### config.mk
export PLATFORM = sky130hd
export DESIGN_NAME = trcut_with_lfsr
export DESIGN_NICKNAME = d
export VERILOG_FILES = /design/src/rtl/trcut_pkg.sv /design/src/rtl/trcut_lfsr.sv /design/src/rtl/trcut_with_lfsr.sv
export SDC_FILE = /design/constraint.sdc
export NUM_CORES = 1
export LEC_CHECK = 0
export ABC_AREA = 1
export CORE_AREA = 2 2 39 41
export CTS_BUF_LIST = sky130_fd_sc_hd__clkbuf_4 sky130_fd_sc_hd__clkbuf_8
export DETAILED_ROUTE_END_ITERATION = 16
export DIE_AREA = 0 0 41 43
export GPL_TIMING_DRIVEN = 0
export PLACE_DENSITY = 0.49
export SETUP_SLACK_MARGIN = 0.02
export SLEW_MARGIN = 20
export SYNTH_ARGS = -nofsm -noshare
export SYNTH_HDL_FRONTEND = slang
export SYNTH_SLANG_ARGS = --single-unit
export TNS_END_PERCENT = 5
### constraint.sdc
create_clock -name CLK -period 1 [get_ports CLK]
set_clock_uncertainty 0.05 [all_clocks]
set_input_delay 0.2 -clock CLK [delete_from_list [all_inputs] [get_ports CLK]]
set_output_delay 0.2 -clock CLK [all_outputs]
set_load 0.03 [all_outputs]
### src/rtl/trcut_pkg.sv
// Shared constants and helpers for the TRCUT self-test wrapper.
// The optional signature register is enabled with the TRCUT_MISR_EN macro.
package trcut_pkg;

  localparam int unsigned CHAIN_LEN  = 4;
  localparam int unsigned LFSR_WIDTH = 4;
  localparam int unsigned MISR_WIDTH = 4;
  localparam int unsigned TAP_HI     = 3;
  localparam int unsigned TAP_LO     = 2;

  localparam logic [LFSR_WIDTH-1:0] DEFAULT_SEED = 4'b0001;

  typedef enum logic {
    ModeCapture = 1'b0,
    ModeShift   = 1'b1
  } scan_mode_e;

  // x^4+x^3+1 shift-left step; din folds a serial input in (0 for a plain LFSR).
  function automatic logic [LFSR_WIDTH-1:0] poly_step(input logic [LFSR_WIDTH-1:0] s,
                                                      input logic din);
    return {s[LFSR_WIDTH-2:0], s[TAP_HI] ^ s[TAP_LO] ^ din};
  endfunction

endpackage

### src/rtl/trcut_lfsr.sv
// 4-bit Fibonacci LFSR pattern source with enable and synchronous active-low reset.
module trcut_lfsr
  import trcut_pkg::*;
#(
  parameter logic [LFSR_WIDTH-1:0] SEED = DEFAULT_SEED
) (
  input  logic clk,
  input  logic rst_n,
  input  logic en,
  output logic serial_out
);

  logic [LFSR_WIDTH-1:0] state;

  always_ff @(posedge clk) begin
    if (!rst_n) begin
      state <= SEED;
    end else if (en) begin
      state <= poly_step(state, 1'b0);
    end
  end

  assign serial_out = state[LFSR_WIDTH-1];

endmodule

### src/rtl/trcut_with_lfsr.sv
// BIST core: LFSR-fed 4-flop scan chain around a two-rail checker.
// Defining TRCUT_MISR_EN adds a 4-bit MISR signature output SIG.
module trcut_with_lfsr #(
  parameter logic [3:0]  SEED      = trcut_pkg::DEFAULT_SEED,
  parameter int unsigned CHAIN_LEN = trcut_pkg::CHAIN_LEN
) (
  input  logic       CLK,
  input  logic       RST,
  input  logic       SE,
`ifdef TRCUT_MISR_EN
  output logic [3:0] SIG,
`endif
  output logic       SO
);

  import trcut_pkg::*;

  logic                 si;
  logic [CHAIN_LEN-1:0] chain;
  logic                 x0, y0, x1, y1;
  logic                 z0, z1, nc0, nc1;

  trcut_lfsr #(
    .SEED(SEED)
  ) u_lfsr (
    .clk       (CLK),
    .rst_n     (RST),
    .en        (SE == ModeShift),
    .serial_out(si)
  );

  // Two-rail checker: pair0 = (f0,f1), pair1 = (f2,f3).
  always_comb begin
    x0  = chain[0];
    y0  = chain[1];
    x1  = chain[2];
    y1  = chain[3];
    z0  = (x0 & x1) | (y0 & y1);
    z1  = (x0 & y1) | (y0 & x1);
    nc0 = ~(x0 ^ y0);
    nc1 = ~(x1 ^ y1);
  end

  always_ff @(posedge CLK) begin
    if (!RST) begin
      chain <= '0;
    end else if (SE == ModeShift) begin
      chain <= {si, chain[CHAIN_LEN-1:1]};
    end else begin
      chain <= {nc1, nc0, z1, z0};
    end
  end

  assign SO = chain[0];

`ifdef TRCUT_MISR_EN
  logic [MISR_WIDTH-1:0] misr;

  // Compacts the bit leaving the chain on this shift (f0 before the edge).
  always_ff @(posedge CLK) begin
    if (!RST) begin
      misr <= '0;
    end else if (SE == ModeShift) begin
      misr <= poly_step(misr, chain[0]);
    end
  end

  assign SIG = misr;
`endif

endmodule

=== Word-level counts from Yosys, hierarchy flattened ===
Index checks and enable logic that the tools add are counted.

* Input bits: 3
* Register bits: 8
* Output and inout bits: 1
* Word-level logic and storage cells: 14

* Bitwise logic cells: 11
* Mux-type cells: 1

{| class="wikitable"
|+ Operator list
! cell !! number
|-
| $and 1x1->1 || 4
|-
| $mux 4 || 1
|-
| $xor 1x1->1 || 3
|-
| $not 1->1 || 2
|-
| $or 1x1->1 || 2
|}

=== Logic depth before layout (Yosys ltp) ===
* Depth in word-level cells: 3
* Gate-level depth with buffers: 5

=== By module ===
A second synthesis with hierarchy kept.

* Cell total of the unflattened synthesis: 51
* Area, all modules: 346.6 um^2

{| class="wikitable"
|+ By module, submodules not included
! module !! area an instance (um^2) !! seq. area each (um^2) !! instances !! cells each
|-
| trcut_with_lfsr || 187.7 || 80.1 || 1 || 29
|-
| trcut_lfsr || 158.9 || 80.1 || 1 || 22
|}

=== Worst setup path after synthesis ===
Ideal clock, no wire load.

* Kind: register to register
* From: register chain[0]
* To: register chain[2]
* Setup time: 66 ps
* Stages on the path, launching flop included: 3
* Required time: 884 ps
* Slack: 74 ps
* Data arrival time: 810 ps
* Path buffers: 0
* Cell sequence: dfxtp_1 > o21ai_0 > a21oi_2

* Cells in the longest elaborated chain, start to end: 3

{| class="wikitable"
|+ Ends and longest elaborated chain
! item !! RTL line !! text
|-
| start: declaration || trcut_with_lfsr.sv:19 || <nowiki>logic [CHAIN_LEN-1:0] chain;</nowiki>
|-
| start signal: assignment || trcut_with_lfsr.sv:48 || <nowiki>chain <= {si, chain[CHAIN_LEN-1:1]};</nowiki>
|-
| start signal: assignment || trcut_with_lfsr.sv:50 || <nowiki>chain <= {nc1, nc0, z1, z0};</nowiki>
|-
| $xor 1x1->1 || trcut_with_lfsr.sv:40 || <nowiki>nc0 = ~(x0 ^ y0);</nowiki>
|-
| $not 1->1 || trcut_with_lfsr.sv:40 ||
|-
| $mux 4 || trcut_with_lfsr.sv:47 || <nowiki>end else if (SE == ModeShift) begin</nowiki>
|}

No other way between the ends.
A chain may end at the register's enable or synchronous reset.

=== Final worst setup path ===
* From: register chain[0]
* To: output SO

{| class="wikitable"
|+ RTL lines
! item !! RTL line !! text
|-
| end: declaration || trcut_with_lfsr.sv:13 || <nowiki>output logic SO</nowiki>
|}

No word-level cell between the ends.

==> metrics.cfg <==
[global_route]
grt_pass1_wl_um=1050
grt-busiest-layer=met2
grt_max_degree=10
gr-usage-met1_pct=10.0
grt_overflow_total=0
grt_pass1_vias=270
met2_usage_pct=12.5
grt_usage_pct=9.86
met3_usage_pct=4.71
antenna_found_initial=0

[floorplanning]
initial_core_util_pct=24.9
dieArea_um2=1760
dieWidth_um=41
die_y_um=43
pin_count=4
core_area_um2=1380
rows=14

[detailed_routing]
firstDrtPassIters=4
ant_nets=0
drcViolationCount=0
wl_per_cell_um=9.85
num_vias=300
drt_wl_total_um=640
vias_per_cell=4.62
drt-initial-drc-count=11

[setup_path]
rrSetupSlack_ns=0.12
critPathLaunch=chain[0]
cp.arrival_ns=0.70
slowest_stage=dfxtp_2
slowest_delay_ns=0.33
path_class=flop to output pin
reg2reg_depth=3
crit_family=flip-flops
start_kind=flop
rr_endpoint=chain[2]
setup.worst_path.end_class=output pin
required_ns=0.75
path_max_fanout=2
r2r-start=chain[0]
path_cells=buf_6
critPathBufInv=1

[timing]
grt_setup_unrepaired=yes
setup_viol=0
fin_crit_ns=0.951
worst_pin_slew_ns=0.201
hold_viol_final=0
timing.final.crit_share_pct=95.1
fmax_mhz=1050
worst_slew_margin_rel_pct=86.5
drv_slew=0

[placed_design]
dpl-instance-area_um2=384
place_inst=61
io_buffers=2
gp_congestion=0.617
place_hpwl_um=454

[synth]
synthTopCellsByArea=dfxtp_1 (47%), nand2_1 (8.7%), a21oi_1 (5.8%), nand3_1 (5.8%), o21ai_1 (5.8%)
synth_compound_gate_area_share_pct=21.8
netlist_instances=43
netlist_area_um2=344
syn_nets=46
yosysTopAreaCell=dfxtp_1
netlist.area_leader.share_pct=46.5
yosysSeqAreaShare_pct=46.5
synth-xor-area-share_pct=0
yosysUniqueCellTypes=13
synth-simple-area-share_pct=20.7
ys_ff_latch=8
synth_top_family_by_area=compound AO/OA/AOI/OAI gates
synthAdderAreaFrac_pct=0
avgSynthCellArea_um2=8.00
muxShareOfSynthArea_pct=0
yosys_warnings=0

[finish]
fillCellCount=161
drive_gt1_share_pct=26.5
multi_input_area_um2=146
final_design_area_no_fill_um2=419
stdcell_count=65
nNetsFinal=54
seqCellArea_um2=161
syn_to_final_growth_pct=21.8
antenna_cells=0

[power_and_ir_drop]
switchingPower_w=0.000170
pwr_density_cell_nw_per_um2=1610
peakVddDrop_v=0.000426
p_leak_nw=0.172
internal_power_w=0.000505
p_comb_share_pct=10.2
seqPwrFrac_pct=52.3
power_frac_clock_pct=37.5
netSwitchingFraction_pct=25.2

[clocking]
cts_tree=built
postCtsHoldBufs=0
root_buffer=clkbuf_4
clkSlewWorstSetupHoldPaths_ns=0.06
numCtsBuffers=3
cts_max_level=1
insertion_delay_ns=0.26
max-clock-path-buffers=2
cts_sinks=8

[min_path]
hold_path_class=input port to flop
hold_path_startpoint=SE
hold_path_end=chain[3]
worst_hold_path.num_cells=3

[job]
maxCapViolCount=0

[status]
status=finished clean

[Yosys cell counts]
library cell / count
inv_1: 4
buf_6: 1
o211ai_2: 1
nand2_2: 1
a21oi_2: 2
o21ai_1: 4
nor2_1: 4
nand3_1: 4
nand2_1: 8
inv_8: 1
o21ai_0: 1
dfxtp_1: 8
a21oi_1: 4
[worst max path at each step]
stage	end	slack [ns]	cells after the start
after global placement	SO	-0.30	1
final	SO	0.05	1
after floorplan	chain[2]	0.07	2
after global routing	SO	0.01	1
after detailed placement	SO	-0.31	1
after CTS	u_lfsr.state[0]	0.008	4
[logic make-up (layout without fill, tap and decap cells)]
family	count (synthesis)	after routing
buf+inv	6	12
compound gates	12	12
flops	8	8
simple gates	17	17
[layout by cell type (no fill, tap or decap)]
master          synthesis  routed
nor2_1                  4       4
dlymetal6s2s_1          0       1
inv_2                   0       1
clkbuf_4                0       3
inv_8                   1       1
nand2_1                 8       8
buf_4                   0       1
dfxtp_1                 8       7
inv_1                   4       3
o21ai_1                 4       4
a21oi_2                 2       2
buf_6                   1       2
a21oi_1                 4       4
nand2_2                 1       1
o21ai_0                 1       1
nand3_1                 4       4
dfxtp_2                 0       1
o211ai_2                1       1
[power groups by stage]
stage                     clock, W  combinational (W)  sequential (W)
after global placement           0          0.0000682        0.000360
after CTS                 0.000261          0.0000702        0.000353
final                     0.000253          0.0000690        0.000353
after global routing      0.000275          0.0000790        0.000355
after floorplan                  0          0.0000518        0.000358
after detailed placement         0          0.0000684        0.000361
[registers in the layout (all words and copies together), names as in the netlist]
signal / flops
u_lfsr.state: 4
chain: 4
[layer usage]
| layer | part of all wire (%) | vias up |
|---|---|---|
| li1 | - | 157 |
| met1 | 48 | 136 |
| met2 | 46 | 5 |
| met3 | 3.9 | 2 |
| met4 | 2.2 | 0 |
| met5 | 0 | - |
[metrics by stage]
step	utilization [%]	hold slack, ns	total power, W	TNS, ns	worst slack (ns)
floorplan	-	0.286	0.000410	0	0.0738
global placement	27.8	0.421	0.000428	-1.03	-0.300
detailed placement	27.8	0.425	0.000429	-1.10	-0.306
CTS	30.1	0.178	0.000684	0	0.00825
global route	30.3	0.193	0.000709	0	0.0133
finish	30.3	0.182	0.000676	0	0.0491
[cell type report]
class / count / share of cell area [%]
buffer: 1 / 2.69
multi-input combinational: 29 / 34.9
inverter: 5 / 6.27
sequential: 8 / 38.5
tap: 16 / 4.78
timing repair buffer: 3 / 7.46
clock buffer: 3 / 5.37
[what timing repair did]
item | 4_1_cts | 5_1_grt
pin swaps | 0 | 0
endpoints found under the setup margin | 2 | 2
resized for setup | 8 | 2
buffers inserted | 1 | 0
Power figures use the tool's default switching activity.
